$ cat src/rtl/pwm_pkg.sv
// rtl/pwm_pkg.sv - shared types and default widths for the PWM driver and its line feeder
package pwm_pkg;

    localparam int PWM_DWIDTH = 8;
    localparam int PWM_STAGE  = 8;

    typedef enum logic [1:0] {
        IDLE = 2'd0,
        LOAD = 2'd1,
        HOLD = 2'd2
    } feeder_state_t;

endpackage

$ cat src/rtl/byte_fifo.sv
// rtl/byte_fifo.sv - synchronous FIFO with registered occupancy and full/empty flags
module byte_fifo #(
    parameter int DWIDTH = 8,
    parameter int DEPTH  = 16
) (
    input  logic                     clk,
    input  logic                     rst,
    input  logic                     push,
    input  logic [DWIDTH-1:0]        push_data,
    input  logic                     pop,
    output logic [DWIDTH-1:0]        pop_data,
    output logic [$clog2(DEPTH):0]   count,
    output logic                     full,
    output logic                     empty
);

    localparam int AW = $clog2(DEPTH);
    localparam int CW = AW + 1;

    logic [DWIDTH-1:0] mem_q [DEPTH];
    logic [AW-1:0]     wr_ptr_q, wr_ptr_d;
    logic [AW-1:0]     rd_ptr_q, rd_ptr_d;
    logic [CW-1:0]     count_q, count_d;
    logic              do_push, do_pop;

    assign full     = (count_q == CW'(DEPTH));
    assign empty    = (count_q == '0);
    assign count    = count_q;
    assign pop_data = mem_q[rd_ptr_q];
    assign do_push  = push && !full;
    assign do_pop   = pop && !empty;

    // Pointers wrap naturally because DEPTH is a power of two.
    always_comb begin
        wr_ptr_d = wr_ptr_q;
        rd_ptr_d = rd_ptr_q;
        count_d  = count_q;
        if (do_push) begin
            wr_ptr_d = wr_ptr_q + 1'b1;
        end
        if (do_pop) begin
            rd_ptr_d = rd_ptr_q + 1'b1;
        end
        case ({do_push, do_pop})
            2'b10:   count_d = count_q + 1'b1;
            2'b01:   count_d = count_q - 1'b1;
            default: count_d = count_q;
        endcase
    end

    always_ff @(posedge clk or negedge rst) begin
        if (!rst) begin
            wr_ptr_q <= '0;
            rd_ptr_q <= '0;
            count_q  <= '0;
        end else begin
            wr_ptr_q <= wr_ptr_d;
            rd_ptr_q <= rd_ptr_d;
            count_q  <= count_d;
        end
    end

    always_ff @(posedge clk) begin
        if (do_push) begin
            mem_q[wr_ptr_q] <= push_data;
        end
    end

endmodule

$ cat src/rtl/pwm_line_feeder.sv
// rtl/pwm_line_feeder.sv - buffers producer bytes and replays them as paced STAGE-byte line bursts
module pwm_line_feeder
    import pwm_pkg::*;
#(
    parameter int DWIDTH      = PWM_DWIDTH,
    parameter int STAGE       = PWM_STAGE,
    parameter int FIFO_DEPTH  = 16,
    parameter int LINE_PERIOD = 256
) (
    input  logic                          clk,
    input  logic                          rst,
    input  logic                          in_valid,
    input  logic [DWIDTH-1:0]             in_data,
    output logic                          in_ready,
    input  logic                          enable,
    output logic                          start,
    output logic [DWIDTH-1:0]             data,
    output logic                          busy,
    output logic                          underrun,
    output logic [$clog2(FIFO_DEPTH):0]   fill
);

    localparam int FW = $clog2(FIFO_DEPTH) + 1;
    localparam int CW = $clog2(LINE_PERIOD);
    localparam int IW = (STAGE > 1) ? $clog2(STAGE) : 1;

    localparam logic [FW-1:0] STAGE_FILL  = FW'(STAGE);
    localparam logic [CW-1:0] PERIOD_LAST = CW'(LINE_PERIOD - 1);
    localparam logic [IW-1:0] IDX_LAST    = IW'(STAGE - 1);

    feeder_state_t     state_q, state_d;
    logic [IW-1:0]     idx_q, idx_d;
    logic [CW-1:0]     cnt_q, cnt_d;
    logic              start_q, start_d;
    logic [DWIDTH-1:0] data_q, data_d;
    logic              busy_q, busy_d;
    logic              underrun_q, underrun_d;

    logic              fifo_push, fifo_pop, pop_req, launch, can_start;
    logic [DWIDTH-1:0] fifo_head;
    logic [FW-1:0]     fifo_count;
    logic              fifo_full, fifo_empty;

    byte_fifo #(
        .DWIDTH (DWIDTH),
        .DEPTH  (FIFO_DEPTH)
    ) u_fifo (
        .clk       (clk),
        .rst       (rst),
        .push      (fifo_push),
        .push_data (in_data),
        .pop       (fifo_pop),
        .pop_data  (fifo_head),
        .count     (fifo_count),
        .full      (fifo_full),
        .empty     (fifo_empty)
    );

    assign in_ready  = !fifo_full;
    assign fifo_push = in_valid && !fifo_full;
    assign fifo_pop  = pop_req && !fifo_empty;
    assign can_start = enable && (fifo_count >= STAGE_FILL);

    assign start    = start_q;
    assign data     = data_q;
    assign busy     = busy_q;
    assign underrun = underrun_q;
    assign fill     = fifo_count;

    // A burst is only launched with a full line already buffered, so the
    // pops that follow can never run the FIFO dry mid-burst.
    always_comb begin
        state_d    = state_q;
        idx_d      = idx_q;
        cnt_d      = cnt_q;
        start_d    = 1'b0;
        data_d     = '0;
        underrun_d = 1'b0;
        pop_req    = 1'b0;
        launch     = 1'b0;
        case (state_q)
            IDLE: begin
                launch = can_start;
            end
            LOAD: begin
                cnt_d = cnt_q + 1'b1;
                if (idx_q == IDX_LAST) begin
                    state_d = HOLD;
                end else begin
                    idx_d   = idx_q + 1'b1;
                    data_d  = fifo_head;
                    pop_req = 1'b1;
                end
            end
            HOLD: begin
                cnt_d = cnt_q + 1'b1;
                if (cnt_q == PERIOD_LAST) begin
                    if (can_start) begin
                        launch = 1'b1;
                    end else begin
                        state_d    = IDLE;
                        underrun_d = enable;
                    end
                end
            end
            default: begin
                state_d = IDLE;
            end
        endcase
        if (launch) begin
            state_d = LOAD;
            idx_d   = '0;
            cnt_d   = '0;
            start_d = 1'b1;
            data_d  = fifo_head;
            pop_req = 1'b1;
        end
        busy_d = (state_d != IDLE);
    end

    always_ff @(posedge clk or negedge rst) begin
        if (!rst) begin
            state_q    <= IDLE;
            idx_q      <= '0;
            cnt_q      <= '0;
            start_q    <= 1'b0;
            data_q     <= '0;
            busy_q     <= 1'b0;
            underrun_q <= 1'b0;
        end else begin
            state_q    <= state_d;
            idx_q      <= idx_d;
            cnt_q      <= cnt_d;
            start_q    <= start_d;
            data_q     <= data_d;
            busy_q     <= busy_d;
            underrun_q <= underrun_d;
        end
    end

endmodule
$ cat config.mk
export PLATFORM = sky130hd
export DESIGN_NAME = pwm_line_feeder
export DESIGN_NICKNAME = d
export VERILOG_FILES = /design/src/rtl/pwm_pkg.sv /design/src/rtl/byte_fifo.sv /design/src/rtl/pwm_line_feeder.sv
export SDC_FILE = /design/constraint.sdc
export NUM_CORES = 1
export LEC_CHECK = 0
export BUFFER_PORTS_ARGS = -buffer_cell sky130_fd_sc_hd__buf_2
export CAP_MARGIN = 20
export CORE_MARGIN = 8
export CORE_UTILIZATION = 50
export DETAILED_ROUTE_END_ITERATION = 8
export PLACE_DENSITY_LB_ADDON = 0.15
export SYNTH_ARGS = -nofsm -noshare
export SYNTH_HDL_FRONTEND = slang
export SYNTH_SLANG_ARGS = --single-unit
$ cat constraint.sdc
create_clock -name clk -period 2.99 [get_ports clk]
set_input_delay 0.1495 -clock clk [delete_from_list [all_inputs] [get_ports clk]]
set_output_delay 0.1495 -clock clk [all_outputs]
set_load 0.01 [all_outputs]
==> flow_summary.json, run 1 <==
{
  "final_common_cell": "edfxtp_1",
  "relSlewSlack_pct": 41.7,
  "grt_first_pass_wirelength_um": 21100,
  "crit_path_end_kind": "register",
  "dp_slack_ns": 0.0232,
  "grt_max_degree": 38,
  "areaGrowthSynthToFinish_pct": 17.2,
  "r2r_cells": 14,
  "cp-startpoint": "state_q[0]",
  "die-area_sq_mm": 0.0177,
  "fillers": 976,
  "cts_tree": "built",
  "row_count": 42,
  "synth-seq-cells": 165,
  "final_util_pct": 60.3,
  "yosys_warnings": 0,
  "avgSynthCellArea_sq_um": 17.8,
  "wl_per_cell_um": 20.6,
  "r2r_end": "u_fifo.count[4]",
  "drtAntennaViolNets": 0,
  "final-setup-viol-count": 0,
  "seq_area_sq_mm": 0.00477,
  "syn-cell-area_sq_mm": 0.00684,
  "period_minus_slack_ns": 2.85,
  "p_leak_nw": 2.98,
  "clock_latency_ns": 0.43,
  "gr-total-overflow": 0,
  "clock_sinks": 165,
  "timing.rr.start": "state_q[0]",
  "antenna_found_initial": 0,
  "layout_common_cells": "128 x edfxtp_1, 37 x buf_4, 36 x dfrtp_1, 28 x buf_2, 26 x nor2_1",
  "syn_inst": 384,
  "max_stage_delay_ns": 0.45,
  "final_net_count": 483,
  "synth-edff-count": 128,
  "hold_violations": 0,
  "drtIter0Drc": 282,
  "synthDistinctLibCells": 41,
  "synth_flop_cell": "edfxtp_1",
  "multi_input_area_sq_mm": 0.00192,
  "synthArstFlopShare_pct": 22.4,
  "placedCellCount": 606,
  "htreeDepth": 4,
  "outcome": "complete, no violations",
  "period_share_pct": 95.4,
  "cts_buffers": 17,
  "cts_root_buf": "clkbuf_16",
  "tightestPinTransition_ns": 0.874,
  "vias": 3584,
  "path_clk_slew_ns": 0.06,
  "cp_slowest_cell": "or3b_2",
  "r2r_setup_slack_ns": 0.14,
  "drive_above_1_share_pct": 27.0,
  "cap_violations": 0,
  "fin_cells": 643,
  "yosysTopAreaCell": "edfxtp_1",
  "yosysTopAreaCellShare_pct": 56.2,
  "post-dp-hpwl_um": 8370,
  "drc": 0,
  "wl_um": 13300,
  "die_x_um": 133,
  "fp.dieH_um": 133,
  "grt_usage_pct": 16.0,
  "core_area_sq_mm": 0.0133,
  "crit_arrival_ns": 3.17,
  "port_buffers": 28,
  "initial_utilization_pct": 51.4,
  "start_kind": "register",
  "path_cells": "inv_2 > ha_2 > nand4_1 > o21bai_1 > a21oi_2 > a21oi_2 > ha_2 > inv_1 > fa_2 > nor2b_1 > o21ai_0 > nand3_1 > or3b_2 > xnor2_1",
  "max_freq_ghz": 0.351,
  "n_antenna_cell": 0,
  "routabilityCongestion": 0.844,
  "required_ns": 3.31,
  "drv_slew": 0,
  "tns_ns": 0,
  "ios": 29,
  "path_max_fanout": 4,
  "synth_seq_area_share_pct": 69.8,
  "fin_hold_ws_ns": 0.106,
  "yosys-top-cells-area": "edfxtp_1 56%, dfrtp_1 14%, mux4_2 5.9%",
  "hp-class": "input pin to register",
  "syn_nets": 413,
  "ctsLongestPathBuffers": 2,
  "fin_ws_ns": 0.137,
  "grt_pass1_vias": 3767,
  "worstSetupEndpoint": "u_fifo.count[4]",
  "peakVddDrop_mv": 0.505,
  "worstHoldPathCells": 1,
  "dr.pass1.iters": 4,
  "clock-skew-final_ns": 0.00686,
  "critical_path_class": "register to register",
  "power_density_mw_per_mm2": 995,
  "vias_per_cell": 5.57
}
-- sequential cells by signal, indices dropped and copies added (netlist names) --
signal,count
idx_q,3
state_q,2
start,1
u_fifo.count,5
underrun,1
u_fifo.mem_q,128
u_fifo.wr_ptr_q,4
busy,1
u_fifo.rd_ptr_q,4
data,8
cnt_q,8
-- synthesized netlist by cell type (2+ instances only) --
master / number
edfxtp_1: 128
dfrtp_1: 37
nor2_1: 26
mux4_2: 18
a211oi_1: 16
ha_1: 16
mux4_1: 14
nand2_1: 12
nor2b_1: 11
mux2i_1: 10
inv_1: 9
xor2_1: 9
xnor2_1: 8
nor3_1: 7
buf_2: 6
nand4_1: 6
o21ai_0: 6
a21oi_1: 5
a22o_1: 4
buf_4: 4
nand3_1: 4
buf_6: 3
nand2b_1: 3
a32o_1: 2
clkbuf_1: 2
nand3b_1: 2
o41ai_1: 2
-- final cells by class --
cell class	count	area share, %
Clock inverter	15	2.25
Multi-Input combinational cell	192	24.0
Clock buffer	17	5.31
Inverter	10	0.468
Sequential cell	165	59.5
Timing Repair Buffer	68	5.72
Tap cell	176	2.75
-- metal layers --
layer  track usage (%)  vias up  routed length, um
met3              4.01       14                483
met2              24.9       75               6320
met1              20.8     1853               6290
met4              6.81        0                166
li1                  -     1642                  -
met5                 0        -                  0
-- power breakdown --
part           total, mW  switching, mW  internal [mW]
combinational       2.50           1.23           1.27
clock               2.22          0.908           1.32
sequential          3.25          0.378           2.87
-- cell families after synthesis --
| family | Yosys count | synth area share [%] |
|---|---|---|
| AND/OR/NAND/NOR | 77 | 5.58 |
| XOR/XNOR | 17 | 2.18 |
| adder cells (fa/ha/maj) | 17 | 3.22 |
| AO/OA/AOI/OAI | 38 | 3.95 |
| multiplexers | 43 | 12.9 |
| buffers and inverters | 27 | 2.38 |
| flip-flops | 165 | 69.8 |
-- how the worst min path moves through the flow --
| stage | from | endpoint |
|---|---|---|
| global placement | rst | idx_q[2] |
| finish | in_data[5] | u_fifo.mem_q[1][5] |
| global route | in_data[3] | u_fifo.mem_q[11][3] |
| floorplan | rst | busy |
| detailed placement | rst | busy |
| CTS | in_data[4] | u_fifo.mem_q[2][4] |
-- critical path: cells and delay by family, from the launching register on --
family,cells,cell delay (ns)
DFF,1,0.39
buffers and inverters,2,0.16
adders and majority gates,3,0.74
xor gates and xnor gates,1,0.13
and+or+nand+nor,4,0.76
AOI/OAI and AO/OA,4,0.57
-- timing repair --
action	in CTS	in global routing
setup buffers	1	2
pin swaps	0	3
setup endpoints to repair	1	1
endpoints found under the hold margin	38	0
cloned	0	0
resized for setup	0	6
hold buffers	2	0
-- metrics by stage --
stage,total power [mW],cell area (sq um)
CTS,7.99,7980
global route,8.40,8010
global placement,5.67,7350
detailed placement,5.74,7350
finish,7.97,8010
floorplan,4.95,6840
Power figures use the tool's default switching activity.
==> run 2: changes to the inputs <==
- SETUP_SLACK_MARGIN: default -> 0.2
==> run 2 against run 1 <==
Effect of this change:
- cell area down 0.37%
- wire length up 1.0%
- clock-buffer cell count up 2
- hold slack better by 0.0033 ns
- critical path depth unchanged
- global-route usage up 0.31 points
- cell count up 0.31%
- flip-flop and latch count unchanged
- maximum frequency up 6.3%
- critical path type unchanged
==> flow_summary.json, run 2 (synthesis gave the netlist of run 1 again) <==
{
  "r2r_cells": 14,
  "path_cells": "inv_2 > ha_4 > nand4_1 > o21bai_2 > a21oi_2 > a21oi_2 > ha_4 > inv_2 > fa_2 > nor2b_1 > o21ai_1 > nand3_1 > or3b_4 > xnor2_1",
  "vias_per_cell": 5.57,
  "clock_sinks": 165,
  "outcome": "complete, no violations",
  "grt_max_degree": 38,
  "grt_usage_pct": 16.3,
  "crit_path_end_kind": "register",
  "ctsLongestPathBuffers": 2,
  "r2r_setup_slack_ns": 0.31,
  "drv_slew": 0,
  "post-dp-hpwl_um": 8720,
  "regMostFlops": "u_fifo.mem_q",
  "drc": 0,
  "power_density_mw_per_mm2": 976,
  "dpl_cell_area_sq_mm": 0.00732,
  "gr-total-overflow": 0,
  "htreeDepth": 4,
  "design_area_sq_mm": 0.00798,
  "routabilityCongestion": 0.807,
  "dr.pass1.iters": 5,
  "antenna_found_initial": 0,
  "p_leak_nw": 2.95,
  "tightestPinTransition_ns": 0.861,
  "layout_common_cells": "128 x edfxtp_1, 41 x buf_4, 36 x dfrtp_1, 28 x buf_2, 26 x nor2_1",
  "final_util_pct": 60.0,
  "hold_violations": 0,
  "wl_per_cell_um": 20.8,
  "period_minus_slack_ns": 2.68,
  "final_common_cell": "edfxtp_1",
  "cp-startpoint": "state_q[0]",
  "dp_slack_ns": 0.101,
  "fp.dieH_um": 133,
  "cts_buffers": 17,
  "max_freq_ghz": 0.373,
  "cts_root_buf": "clkbuf_16",
  "clock_latency_ns": 0.43,
  "grt_first_pass_wirelength_um": 21400,
  "drtAntennaViolNets": 0,
  "vias": 3593,
  "die-area_sq_mm": 0.0177,
  "die_x_um": 133,
  "max_stage_delay_ns": 0.38,
  "drtIter0Drc": 273,
  "row_count": 42,
  "areaGrowthSynthToFinish_pct": 16.7,
  "grt_pass1_vias": 3862,
  "fin_ws_ns": 0.307,
  "critical_path_class": "register to register",
  "port_buffers": 28,
  "clock-skew-final_ns": 0.00889,
  "start_kind": "register",
  "tns_ns": 0,
  "required_ns": 3.30,
  "cp_slowest_cell": "dfrtp_1",
  "placedCellCount": 600,
  "grt_setup_unrepaired": "false",
  "fin_cells": 645,
  "core_area_sq_mm": 0.0133,
  "wl_um": 13400,
  "path_clk_slew_ns": 0.06,
  "n_antenna_cell": 0,
  "worstSetupEndpoint": "u_fifo.count[4]",
  "cts_tree": "built",
  "hp-class": "input pin to register",
  "crit_arrival_ns": 2.99,
  "cap_violations": 0,
  "final_net_count": 486,
  "initial_utilization_pct": 51.4,
  "relSlewSlack_pct": 42.6,
  "ios": 29,
  "peakVddDrop_mv": 0.509,
  "timing.rr.start": "state_q[0]",
  "largest_register_ffs": 128,
  "final-setup-viol-count": 0,
  "period_share_pct": 89.7,
  "r2r_end": "u_fifo.count[4]",
  "drive_above_1_share_pct": 28.1,
  "path_max_fanout": 4
}
==> run 2: area by class of cell <==
type / instances / area [sq um]
timing repair buffer: 71 / 468
multi-input combinational: 192 / 1970
clock buffer: 19 / 433
tap: 176 / 220
inverter: 10 / 37.5
sequential: 165 / 4770
clock inverter: 12 / 82.6
fill: 994 / 5310
==> run 2: worst max-delay path, delay by kind of cell, from the launching register on <==
family                     cells  cell delay (ns)
AOI/OAI and AO/OA              4             0.56
xor gates and xnor gates       1             0.12
adders and majority gates      3             0.70
buffers and inverters          2             0.14
DFF                            1             0.38
and+or+nand+nor                4             0.64
==> run 2: worst min path at each step <==
stage / from / to / slack (ns) / depth (start not counted)
final: in_data[0] / u_fifo.mem_q[6][0] / 0.11 / 1
after global routing: in_data[0] / u_fifo.mem_q[14][0] / 0.12 / 1
after CTS: in_data[1] / u_fifo.mem_q[11][1] / 0.1 / 1
after detailed placement: rst / u_fifo.count[0] / 0.32 / 1
after global placement: rst / u_fifo.count[1] / 0.31 / 1
after floorplan: rst / busy / -0.15 / 0
==> run 2: metrics by stage <==
stage / hold slack [ns] / total power [mW]
finish: 0.109 / 7.79
global route: 0.115 / 8.26
CTS: 0.0984 / 7.82
detailed placement: 0.321 / 5.73
global placement: 0.308 / 5.68
floorplan: -0.146 / 4.98
==> run 2: what timing repair did <==
action                                  in CTS  in global routing
gates resized for setup                      5                  5
setup buffers                               10                  2
hold endpoints to repair                    38                  0
hold buffers                                 2                  0
endpoints found under the setup margin       1                  1
pin swaps                                    4                  8
==> run 2: layer usage <==
layer / part of all wire [%] / vias to the layer above / track usage (%) / routed length [um]
met5: 0 / - / 0 / 0
met4: 1.2 / 0 / 7.82 / 167
met3: 5.1 / 16 / 4.16 / 683
met2: 51 / 79 / 26.8 / 6840
met1: 43 / 1843 / 19.6 / 5710
li1: - / 1655 / - / -
==> run 2: power breakdown <==
group	internal, mW	switching (mW)	total, mW
logic	1.35	1.25	2.60
registers	2.87	0.398	3.27
clock network	1.05	0.869	1.92
